**src/rtl/textbuf_uart_dump_pkg.sv**
```systemverilog
// Shared constants, FSM state type and printable-character map for the
// text-buffer-to-UART dumper.
package textbuf_uart_dump_pkg;

   localparam logic [7:0] ASCII_SP    = 8'h20;
   localparam logic [7:0] ASCII_DOT   = 8'h2E;
   localparam logic [7:0] ASCII_CR    = 8'h0D;
   localparam logic [7:0] ASCII_LF    = 8'h0A;
   localparam logic [7:0] ASCII_TILDE = 8'h7E;

   typedef enum logic [3:0] {
      ST_IDLE,
      ST_SCAN_RD,
      ST_SCAN_CHK,
      ST_FETCH,
      ST_FETCH_WT,
      ST_SEND,
      ST_CR,
      ST_LF,
      ST_DONE
   } state_e;

   // Anything outside the printable ASCII range goes out as '.'.
   function automatic logic [7:0] printable_map(input logic [7:0] b);
      return ((b >= ASCII_SP) && (b <= ASCII_TILDE)) ? b : ASCII_DOT;
   endfunction

endpackage

```
**src/rtl/textbuf_uart_dump_if.sv**
```systemverilog
// Text-buffer read port plus UART byte stream, seen from the dumper (master)
// and from the buffer/UART side (slave).
interface textbuf_uart_dump_if #(
   parameter int ROW_W = 6,
   parameter int COL_W = 8
);
   logic                   rd_en;
   logic [ROW_W+COL_W-1:0] rd_addr;
   logic [7:0]             rd_data;
   logic [7:0]             tx_data;
   logic                   tx_valid;
   logic                   tx_ready;

   modport master (
      output rd_en, rd_addr, tx_data, tx_valid,
      input  rd_data, tx_ready
   );

   modport slave (
      input  rd_en, rd_addr, tx_data, tx_valid,
      output rd_data, tx_ready
   );
endinterface

```
**src/rtl/textbuf_uart_dump.sv**
```systemverilog
// Streams the text buffer row by row to the UART: trailing spaces trimmed,
// non-printables shown as '.', each row terminated with CR LF.
module textbuf_uart_dump
   import textbuf_uart_dump_pkg::*;
#(
   parameter int COL_W = 8,
   parameter int ROW_W = 6,
   parameter int COLS  = 160,
   parameter int ROWS  = 64
) (
   input  logic                clk48,
   input  logic                rst_n,
   input  logic                start,
   output logic                busy,
   output logic                done,
   textbuf_uart_dump_if.master bus
);

   localparam logic [COL_W-1:0] COL_LAST = COL_W'(COLS - 1);
   localparam logic [ROW_W-1:0] ROW_LAST = ROW_W'(ROWS - 1);

   state_e                 state_q;
   logic [ROW_W-1:0]       row_q;
   logic [COL_W-1:0]       col_q;
   logic [COL_W-1:0]       last_q;
   logic                   busy_q;
   logic                   done_q;
   logic                   rd_en_q;
   logic [ROW_W+COL_W-1:0] rd_addr_q;
   logic [7:0]             tx_data_q;
   logic                   tx_valid_q;
   logic                   xfer;

   assign xfer         = tx_valid_q & bus.tx_ready;
   assign busy         = busy_q;
   assign done         = done_q;
   assign bus.rd_en    = rd_en_q;
   assign bus.rd_addr  = rd_addr_q;
   assign bus.tx_data  = tx_data_q;
   assign bus.tx_valid = tx_valid_q;

   // Read strobes are issued on the transition into SCAN_RD/FETCH so that
   // rd_en is a registered output that is high exactly in those states.
   always_ff @(posedge clk48 or negedge rst_n) begin
      if (!rst_n) begin
         state_q    <= ST_IDLE;
         row_q      <= '0;
         col_q      <= '0;
         last_q     <= '0;
         busy_q     <= 1'b0;
         done_q     <= 1'b0;
         rd_en_q    <= 1'b0;
         rd_addr_q  <= '0;
         tx_data_q  <= '0;
         tx_valid_q <= 1'b0;
      end else begin
         done_q  <= 1'b0;
         rd_en_q <= 1'b0;
         unique case (state_q)
            ST_IDLE: begin
               if (start) begin
                  row_q     <= '0;
                  col_q     <= COL_LAST;
                  busy_q    <= 1'b1;
                  rd_en_q   <= 1'b1;
                  rd_addr_q <= {ROW_W'(0), COL_LAST};
                  state_q   <= ST_SCAN_RD;
               end
            end
            ST_SCAN_RD: state_q <= ST_SCAN_CHK;
            ST_SCAN_CHK: begin
               if (bus.rd_data != ASCII_SP) begin
                  last_q    <= col_q;
                  col_q     <= '0;
                  rd_en_q   <= 1'b1;
                  rd_addr_q <= {row_q, COL_W'(0)};
                  state_q   <= ST_FETCH;
               end else if (col_q == '0) begin
                  tx_data_q  <= ASCII_CR;
                  tx_valid_q <= 1'b1;
                  state_q    <= ST_CR;
               end else begin
                  col_q     <= col_q - COL_W'(1);
                  rd_en_q   <= 1'b1;
                  rd_addr_q <= {row_q, col_q - COL_W'(1)};
                  state_q   <= ST_SCAN_RD;
               end
            end
            ST_FETCH: state_q <= ST_FETCH_WT;
            ST_FETCH_WT: begin
               tx_data_q  <= printable_map(bus.rd_data);
               tx_valid_q <= 1'b1;
               state_q    <= ST_SEND;
            end
            ST_SEND: begin
               if (xfer) begin
                  if (col_q == last_q) begin
                     tx_data_q <= ASCII_CR;
                     state_q   <= ST_CR;
                  end else begin
                     tx_valid_q <= 1'b0;
                     col_q      <= col_q + COL_W'(1);
                     rd_en_q    <= 1'b1;
                     rd_addr_q  <= {row_q, col_q + COL_W'(1)};
                     state_q    <= ST_FETCH;
                  end
               end
            end
            ST_CR: begin
               if (xfer) begin
                  tx_data_q <= ASCII_LF;
                  state_q   <= ST_LF;
               end
            end
            ST_LF: begin
               if (xfer) begin
                  tx_valid_q <= 1'b0;
                  if (row_q == ROW_LAST) begin
                     busy_q  <= 1'b0;
                     done_q  <= 1'b1;
                     state_q <= ST_DONE;
                  end else begin
                     row_q     <= row_q + ROW_W'(1);
                     col_q     <= COL_LAST;
                     rd_en_q   <= 1'b1;
                     rd_addr_q <= {row_q + ROW_W'(1), COL_LAST};
                     state_q   <= ST_SCAN_RD;
                  end
               end
            end
            ST_DONE: state_q <= ST_IDLE;
            default: state_q <= ST_IDLE;
         endcase
      end
   end

endmodule

```
**src/flat_wrapper.sv**
```systemverilog
// flat-port wrapper written by rule: the top's interface ports become plain ports
module textbuf_uart_dump_flat import textbuf_uart_dump_pkg::*;
#(
   parameter int COL_W = 8,
   parameter int ROW_W = 6,
   parameter int COLS  = 160,
   parameter int ROWS  = 64
)
  (clk48, rst_n, start, busy, done, bus_rd_en, bus_rd_addr, bus_tx_data, bus_tx_valid, bus_rd_data, bus_tx_ready);
  textbuf_uart_dump_if #(.ROW_W(ROW_W), .COL_W(COL_W)) bus_i ();
  input  logic clk48;
  input  logic rst_n;
  input  logic start;
  output logic busy;
  output logic done;
  output wire logic [$bits(bus_i.rd_en)-1:0] bus_rd_en;
  output wire logic [$bits(bus_i.rd_addr)-1:0] bus_rd_addr;
  output wire logic [$bits(bus_i.tx_data)-1:0] bus_tx_data;
  output wire logic [$bits(bus_i.tx_valid)-1:0] bus_tx_valid;
  input wire logic [$bits(bus_i.rd_data)-1:0] bus_rd_data;
  input wire logic [$bits(bus_i.tx_ready)-1:0] bus_tx_ready;
  assign bus_rd_en = bus_i.rd_en;
  assign bus_rd_addr = bus_i.rd_addr;
  assign bus_tx_data = bus_i.tx_data;
  assign bus_tx_valid = bus_i.tx_valid;
  assign bus_i.rd_data = bus_rd_data;
  assign bus_i.tx_ready = bus_tx_ready;
  textbuf_uart_dump #(.COL_W(COL_W), .ROW_W(ROW_W), .COLS(COLS), .ROWS(ROWS)) u_core (.clk48(clk48), .rst_n(rst_n), .start(start), .busy(busy), .done(done), .bus(bus_i));
endmodule
```
**config.mk**
```make
export PLATFORM = sky130hd
export DESIGN_NAME = textbuf_uart_dump_flat
export DESIGN_NICKNAME = d
export VERILOG_FILES = /design/src/rtl/textbuf_uart_dump_pkg.sv /design/src/rtl/textbuf_uart_dump_if.sv /design/src/rtl/textbuf_uart_dump.sv /design/src/flat_wrapper.sv
export SDC_FILE = /design/constraint.sdc
export NUM_CORES = 1
export LEC_CHECK = 0
export CORE_ASPECT_RATIO = 0.5
export CORE_MARGIN = 10
export CORE_UTILIZATION = 60
export DETAILED_ROUTE_END_ITERATION = 12
export PLACE_DENSITY = 0.85
export SYNTH_ARGS = -nofsm -noshare
export SYNTH_HDL_FRONTEND = slang
export SYNTH_SLANG_ARGS = --single-unit
```
**constraint.sdc**
```tcl
create_clock -name clk48 -period 3.5 [get_ports clk48]
set_input_delay 0.35 -clock clk48 [delete_from_list [all_inputs] [get_ports clk48]]
set_output_delay 0.35 -clock clk48 [all_outputs]
set_load 0.01 [all_outputs]
```
==> results_dict.tcl <==
set metrics [dict create \
    core_sq_mm 0.004977 \
    wl_per_cell_um 17.71 \
    drive_gt1_frac 0.1672 \
    r2r-end "u_core.bus.tx_data[1]" \
    globalplace.congestion 0.9093 \
    synth-adder-area-share 0.01607 \
    synthArstFlopShare 1.000 \
    fin_crit_sh 0.7083 \
    cts_max_level 2 \
    synth_top_family_by_area "compound AO/OA/AOI/OAI gates" \
    avgSynthCellArea_sq_um 10.35 \
    antenna_found_initial 0 \
    crit_required_ns 3.71 \
    setup_viol 0 \
    status "complete, no violations" \
    synth_compound_area_frac 0.1928 \
    row_count 18 \
    fin_nets 344 \
    fin_area_sq_mm 0.003545 \
    design.portCount 38 \
    cp-startpoint "u_core.col_q[0]" \
    regArea_sq_mm 0.001301 \
    vias_per_cell 6.303 \
    fin_skew_ns 0.009513 \
    switching_power_mw 1.206 \
    synth_area_leader_cell "dfrtp_1" \
    ant_nets 0 \
    critPathKind "reg -> reg" \
    ys_seq_area_frac 0.4178 \
    cts_hold_buf 0 \
    vias 2515 \
    cts_sinks 52 \
    synth_nets 317 \
    peakVddDrop_uv 480.5 \
    synth_xor_area_frac 0.02812 \
    cts_root_buf "clkbuf_8" \
    fillCellCount 382 \
    die_area_sq_mm 0.008647 \
    reg2regPathDepth 7 \
    netlist-cell-type-count 70 \
    syn2layout_area_growth_pct 13.82 \
    post_cts_resized 0 \
    grt_pass1_vias 2447 \
    synth_edf_count 0 \
    synth.most_common_cell "dfrtp_1" \
    clockBufferDepth 2 \
    track_usage 0.1676 \
    p_int_mw 1.651 \
    synthSimpleGateAreaFrac 0.1920 \
    start_util 0.6257 \
    firstDrtPassIters 5 \
    grt_max_degree 29 \
    crit_chain "inv_1 > ha_1 > nor3b_1 > and4_4 > nor2_1 > a211oi_4 > mux2_2" \
    holdWs_ns 0.002536 \
    cp_max_fo 11 \
    synth_area_leaders "dfrtp_1 42%, mux2_2 5.4%, o21ai_0 3.7%" \
    cts.clk_slew.worst_paths_ns 0.10 \
    die_h_um 70.95 \
    n_antenna_cell 0 \
    grt_pass1_wl_mm 12.03 \
    fp.dieW_um 121.9 \
    multiInputGateArea_sq_mm 0.001630 \
    post_dp_cell_area_sq_mm 0.003451 \
    p_clk_frac 0.128 \
    critical_path.endpoint_type "flip-flop" \
    wl_mm 7.067 \
    finalSetupTns_ns 0 \
    slew_headroom 0.5149 \
    synth_ff_type "dfrtp_1" \
    dp_hpwl_mm 5.165 \
    combPwrFrac 0.510 \
    drcViolationCount 0 \
    syn_inst 301 \
    synth_top_area_share 0.4178 \
    overflow 0 \
    cts_made_buffers 5 \
    dp_cells 391 \
    ys_ff_latch 52 \
    yosys_warnings 0 \
    rsz0062_at_grt "false" \
    clk_latency_ns 0.32 \
    r2r_start "u_core.col_q[0]" \
    maxSlewViolCount 0 \
    cpPeakStageDelay_ns 0.52 \
    post_cts_buffers 0 \
    p_sw_frac 0.4221 \
    io_buffers 37 \
    syn_area_sq_mm 0.003114 \
    cts_tree "done" \
    crit_path_start_kind "flip-flop" \
    fin_crit_ns 2.479 \
    yosys-top-cells-count "52 x dfrtp_1, 24 x nand2_1, 23 x o21ai_0, 15 x mux2_2, 14 x nor2_1" \
    hold_path_class "in -> async" \
    cp_data_arrival_time_ns 2.69 \
    slowest_stage "dfrtp_1" \
    fin_cells 399 \
    leakage_nw 1.374 \
    fmax_mhz 403.4 \
    tightest_slew_ns 0.7250 \
    power_frac_seq 0.362 \
    dr.first_iter.drc_count 195 \
    max_cap_viol_count 0 \
    hold_violations 0 \
    power_per_cell_area_mw_per_mm2 806.0 \
    synthMuxAreaShare 0.09442 \
    regToRegSetupSlack_ns 1.02 \
]
[area by class of cell]
cell class                      instances  share of cell area
Multi-Input combinational cell        217              0.4599
Inverter                               13             0.01447
Clock inverter                          1            0.002118
Clock buffer                            7             0.02436
Sequential cell                        52              0.3671
Tap cell                               70             0.02471
Timing Repair Buffer                   39              0.1073
[metrics by stage]
step / utilization / total power, mW / setup slack, ns
after floorplan: - / 2.129 / 1.301
after global placement: 0.6933 / 2.428 / 0.9495
after global routing: 0.7122 / 3.059 / 0.8804
after CTS: 0.7122 / 2.860 / 1.053
final: 0.7122 / 2.857 / 1.021
after detailed placement: 0.6933 / 2.485 / 0.8895
[sequential cells by signal, indices dropped and copies added (netlist names)]
register / flops
u_core.done: 1
u_core.bus.tx_data: 8
u_core.busy: 1
u_core.bus.rd_addr: 14
u_core.col_q: 8
u_core.state_q: 4
u_core.bus.tx_valid: 1
u_core.last_q: 8
u_core.bus.rd_en: 1
u_core.row_q: 6
[per-layer routing]
metal / wire length, um / vias to the layer above / share of wire / global-route usage
met3: 496 / 10 / 0.070 / 0.03405
met2: 3433 / 91 / 0.49 / 0.2850
met5: 0 / - / 0 / 0
met1: 3037 / 1245 / 0.43 / 0.2063
li1: - / 1169 / - / -
met4: 99 / 0 / 0.014 / 0.06045
[cell families after synthesis]
logic type               after synthesis
multiplexers                          25
AO/OA/AOI/OAI                         80
adder cells (fa/ha/maj)                4
buffers and inverters                 32
XOR/XNOR                              10
flip-flops                            52
AND/OR/NAND/NOR                       98
[power by group through the flow]
stage | clock network (mW) | registers, mW | logic (mW)
2_1_floorplan | 0 | 0.936 | 1.19
3_3_place_gp | 0 | 1.03 | 1.40
3_5_place_dp | 0 | 1.04 | 1.45
4_1_cts | 0.369 | 1.03 | 1.46
5_1_grt | 0.398 | 1.07 | 1.59
6_report | 0.364 | 1.04 | 1.46
[worst max-delay path, delay by kind of cell, from the launching register on]
| kind | cells | cell delay [ns] |
|---|---|---|
| fa+ha+maj | 1 | 0.16 |
| mux | 1 | 0.39 |
| buf+inv | 1 | 0.17 |
| simple gates | 3 | 0.76 |
| flops | 1 | 0.52 |
| compound gates | 1 | 0.35 |
[how the worst max path moves through the flow]
stage / to / cells after the start
6_report: u_core.bus.tx_data[1] / 7
3_3_place_gp: u_core.bus.tx_data[0] / 6
2_1_floorplan: u_core.bus.rd_addr[0] / 8
4_1_cts: u_core.bus.tx_data[1] / 7
5_1_grt: u_core.bus.tx_data[1] / 7
3_5_place_dp: u_core.bus.tx_data[1] / 6
[layout by cell type (no fill, tap or decap), types with 4 or more instances in the layout]
master / n
ha_1: 4
o221a_2: 4
inv_1: 12
nor4_4: 4
nor3_1: 11
xor2_1: 9
mux2_2: 15
a32o_1: 4
nand4_1: 4
nand3_1: 7
a21oi_1: 11
mux2_4: 5
dfrtp_1: 52
clkbuf_8: 6
o21ai_0: 23
nand2_1: 24
a221oi_1: 4
nand2b_1: 4
clkdlybuf4s50_1: 36
nor2_1: 14
mux2i_1: 5
(Power assumes the default switching activity.)
==> edit 1 (same settings) <==
`COLS` is set to 160 in 2 places; all go to 120.
--- a/src/rtl/textbuf_uart_dump.sv
+++ b/src/rtl/textbuf_uart_dump.sv
@@ -6,5 +6,5 @@
    parameter int COL_W = 8,
    parameter int ROW_W = 6,
-   parameter int COLS  = 160,
+   parameter int COLS  = 120,
    parameter int ROWS  = 64
 ) (
--- a/src/flat_wrapper.sv
+++ b/src/flat_wrapper.sv
@@ -4,5 +4,5 @@
    parameter int COL_W = 8,
    parameter int ROW_W = 6,
-   parameter int COLS  = 160,
+   parameter int COLS  = 120,
    parameter int ROWS  = 64
 )
Function: changed (Yosys sat finds a counterexample within 4 cycles, from zero or initial values and one cycle with rst_n low).
==> edit 1 against the original RTL <==
Area after synthesis fell by 2.0%. Sequential cell count did not move. Routed wire length fell by 1.6%. Largest cell class unchanged. Total power rose by 6.0%. Worst setup slack improved by 24 ps. Count of clock-buffer cells in the layout fell by 2. Sequential share of layout area rose by 0.31 points. Die area fell by 1.5%. Via count fell by 6.6%. Final area fell by 0.85%. Final cell count fell by 5.0%. Fmax rose by 0.98%.
==> edit 1: results (changes against the original RTL) <==
metric,value,unit,change
Critical Path AT,2660,ps,was 2690 ps
Worst R2R End,u_core.bus.rd_addr[6],,was u_core.bus.tx_data[1]
# hold bufs at CTS,0,,unchanged
Synth Area in XOR/XNOR,2.582,%,was 2.812%
1st-pass router iterations,4,,was 5
Placed Area,3386,um2,was 3451 um2
Synth cell types,70,,unchanged
met1 Resource Use GR,22.55,%,was 20.63%
status,finished clean,,unchanged
Achievable Freq,407.4,MHz,was 403.4 MHz
peak supply drop,0.4106,mV,was 0.4805 mV
Lkg Pwr,1.431,nW,was 1.374 nW
clk_skew,9.873,ps,was 9.513 ps
clk tree area frac,3.667,%,was 2.647%
Final nets,325,,was 344
Non-clock buffers,37,,was 39
first-pass GRT wire length,11.73,mm,was 12.03 mm
dpl hpwl,4.870,mm,was 5.165 mm
dpl cells,372,,was 391
grt met2 use,25.03,%,was 28.50%
drt wl/cell,18.35,um,was 17.71 um
cells on worst reg2reg path,7,,unchanged
drt via density,6.201,,was 6.303
register area,1301,um2,unchanged
adder-cell share of the synthesized area,1.639,%,was 1.607%
Worst Hold Margin,257.2,ps,was 2.536 ps
FF+latch count,52,,unchanged
multi-input gate count,203,,was 217
Reg2Reg Setup Slack,1050,ps,was 1020 ps
Initial DRC Count,377,,was 195
Synth area leaders,"dfrtp_1 (43%), mux2_2 (4.1%), xnor2_1 (2.6%)",,"was dfrtp_1 (42%), mux2_2 (5.4%), o21ai_0 (3.7%)"
clk buf depth,2,,unchanged
post-route cell area,3515,um2,was 3545 um2
pin count of the biggest net entering global routing,53,,was 29
Mean Syn Cell Area,10.98,um2,was 10.35 um2
fillers,335,,was 382
commonest cells in the netlist,"dfrtp_1 (52), nand2_1 (20), o21ai_0 (15)",,"was dfrtp_1 (52), nand2_1 (24), o21ai_0 (23)"
share of cells above drive strength 1,16.18,%,was 16.72%
Synth Area in Compound Gates,20.33,%,was 19.28%
Worst Tran Pin Value,1152,ps,was 725.0 ps
max FFs per register,14,,unchanged
core region area,4932,um2,was 4977 um2
Post-CTS Resized,0,,unchanged
vias in the first global route,2259,,was 2447
Non-clock inverters,10,,was 13
post-synthesis mux area share,6.844,%,was 9.442%
GR Util All Layers,16.53,%,was 16.76%
buffering overhead,10.40,%,was 10.73%
Placer Congestion,0.8397,,was 0.9093
syn_nets,294,,was 317
met3 layer usage reported by global route,4.330,%,was 3.405%
register area share after synthesis,42.62,%,was 41.78%
footprint of the multi-input gates,1594,um2,was 1630 um2
worst-path fanout max,9,,was 11
[edit 1: changes by cell type in the layout (fill, tap and decap cells not counted), sizes merged, moves of 6 or more]
cell	change
xnor2	+8
o21ai	-6
xor2	-9
mux2	-8
[edit 1: where the power goes]
group          internal (mW)  switching (mW)  total, mW
sequential             0.807           0.301       1.11
clock                  0.282           0.202      0.484
combinational          0.738           0.697       1.44
[edit 1: logic make-up (layout without fill, tap and decap cells)]
kind of cell | Yosys count | after routing
adders and majority gates | 4 | 4
AOI/OAI and AO/OA | 78 | 78
DFF | 52 | 52
muxes | 19 | 19
buffers and inverters | 23 | 54
xor gates and xnor gates | 9 | 9
and+or+nand+nor | 93 | 93
[edit 1: metal layers]
layer  vias up  wire length, um
li1       1100                -
met1      1136             3168
met2        99             3124
met3        15              539
met4         0              123
met5         -                0
[edit 1: critical path: stages (launching register included)]
cell,delay (ps)
dfrtp_1,490
inv_1,140
ha_1,210
or3b_2,490
nor3_1,310
o221ai_1,200
a22oi_1,310
o21ba_1,200
==> edit 2 (config.mk and constraints unchanged) <==
Without the edit above. Re-encode `state_e` (9 states) as one-hot, 9 bits wide.
--- a/src/rtl/textbuf_uart_dump_pkg.sv
+++ b/src/rtl/textbuf_uart_dump_pkg.sv
@@ -9,14 +9,14 @@
    localparam logic [7:0] ASCII_TILDE = 8'h7E;
 
-   typedef enum logic [3:0] {
-      ST_IDLE,
-      ST_SCAN_RD,
-      ST_SCAN_CHK,
-      ST_FETCH,
-      ST_FETCH_WT,
-      ST_SEND,
-      ST_CR,
-      ST_LF,
-      ST_DONE
+   typedef enum logic [8:0] {
+      ST_IDLE     = 9'b000000001,
+      ST_SCAN_RD  = 9'b000000010,
+      ST_SCAN_CHK = 9'b000000100,
+      ST_FETCH    = 9'b000001000,
+      ST_FETCH_WT = 9'b000010000,
+      ST_SEND     = 9'b000100000,
+      ST_CR       = 9'b001000000,
+      ST_LF       = 9'b010000000,
+      ST_DONE     = 9'b100000000
    } state_e;
 
Function: same outputs for any inputs over 10 cycles, from zero or initial values and one cycle with rst_n low; not proved beyond that.
==> edit 2 against the original RTL <==
Total power is 13% lower. Critical path depth decreased by 1. Clock skew decreased by 2.6 ps. Final area rose by 9.1%. Sequential cell count grew 5. Clock power increased by 72%. Core utilization fell by 0.18 points. Die area rose by 5.6%. Area after synthesis increased by 7.2%. Non-clock buffer count is 2 higher. Fmax fell by 16%. Worst setup slack got worse by 480 ps. Routed wire length grew 26%. Critical endpoint is now u_core.bus.rd_addr[8]. Highest routed layer unchanged.
==> edit 2: results (changes against the original RTL) <==
metric,value,unit,change
sequential power,971,uW,was 1.04 mW
Worst Tran Pin Value,986.4,ps,was 725.0 ps
fillers,403,,was 382
Placer Congestion,0.9498,,was 0.9093
register area share after synthesis,42.75,%,was 41.78%
Lkg Pwr,1.565,nW,was 1.374 nW
1st-pass router iterations,7,,was 5
vias in the first global route,2876,,was 2447
Worst Hold Margin,20.06,ps,was 2.536 ps
worst setup path startpoint,u_core.state_q[6],,was u_core.col_q[0]
Final nets,388,,was 344
commonest cells in the netlist,"dfrtp_1 (56), nand2_1 (23), o21ai_0 (20)",,"was dfrtp_1 (52), nand2_1 (24), o21ai_0 (23)"
Synth Area in Compound Gates,20.76,%,was 19.28%
Reg2Reg Setup Slack,540,ps,was 1020 ps
dpl hpwl,6.295,mm,was 5.165 mm
worst-path fanout max,14,,was 11
Clock Power,625,uW,was 364 uW
adder-cell share of the synthesized area,1.499,%,was 1.607%
register area,1428,um2,was 1301 um2
crit path max-delay cell type,or4_4,,was dfrtp_1
worst skew pair latency,350,ps,was 320 ps
"slowest stage delay, CP",670,ps,was 520 ps
dpl cells,434,,was 391
pre-CTS WS,589.6,ps,was 889.5 ps
GR Util All Layers,19.73,%,was 16.76%
Placed Area,3671,um2,was 3451 um2
Synth area leaders,"dfrtp_1 (42%), mux2_2 (4.0%), xnor2_1 (3.1%)",,"was dfrtp_1 (42%), mux2_2 (5.4%), o21ai_0 (3.7%)"
Num CTS Buffers,9,,was 5
Critical Path AT,3190,ps,was 2690 ps
cells on worst reg2reg path,6,,was 7
share of cells above drive strength 1,13.00,%,was 16.72%
first-pass GRT wire length,14.65,mm,was 12.03 mm
peak supply drop,0.5183,mV,was 0.4805 mV
H-Tree Depth,3,,was 2
Achievable Freq,337.4,MHz,was 403.4 MHz
clk_skew,6.902,ps,was 9.513 ps
drt via density,6.693,,was 6.303
Cells after Synth,346,,was 301
Worst R2R End,u_core.bus.rd_addr[8],,was u_core.bus.tx_data[1]
total chip power,2.483,mW,was 2.857 mW
Int Power,1.571,mW,was 1.651 mW
Synth Area in XOR/XNOR,3.147,%,was 2.812%
status,finished clean,,unchanged
final wirelength,8.909,mm,was 7.067 mm
==> edit 2: cell count changes after synthesis, sizes merged, moves of 4 or more <==
cell / change
a22o: +4
xnor2: +11
dfrtp: +4
xor2: -9
o221a: -4
or4: +4
nor3: +6
o2bb2ai: +6
clkbuf: +5
a32oi: +8
nand3: +10
a2bb2oi: +8
mux2: -7
==> edit 2: layer usage <==
metal / up-vias / GRT usage, % / wire length (um)
met3: 19 / 5.946 / 866
met4: 0 / 8.122 / 148
met2: 178 / 30.96 / 4131
met1: 1461 / 25.05 / 3762
met5: - / 0 / 0
li1: 1354 / - / -
==> edit 2: cell type report <==
type | count | area share, %
clock buffers | 11 | 3.656
clock inverters | 5 | 1.423
inverters | 11 | 1.068
multi-input cells | 252 | 44.35
flip-flops and latches | 57 | 36.91
well taps | 73 | 2.362
repair buffers | 41 | 10.22
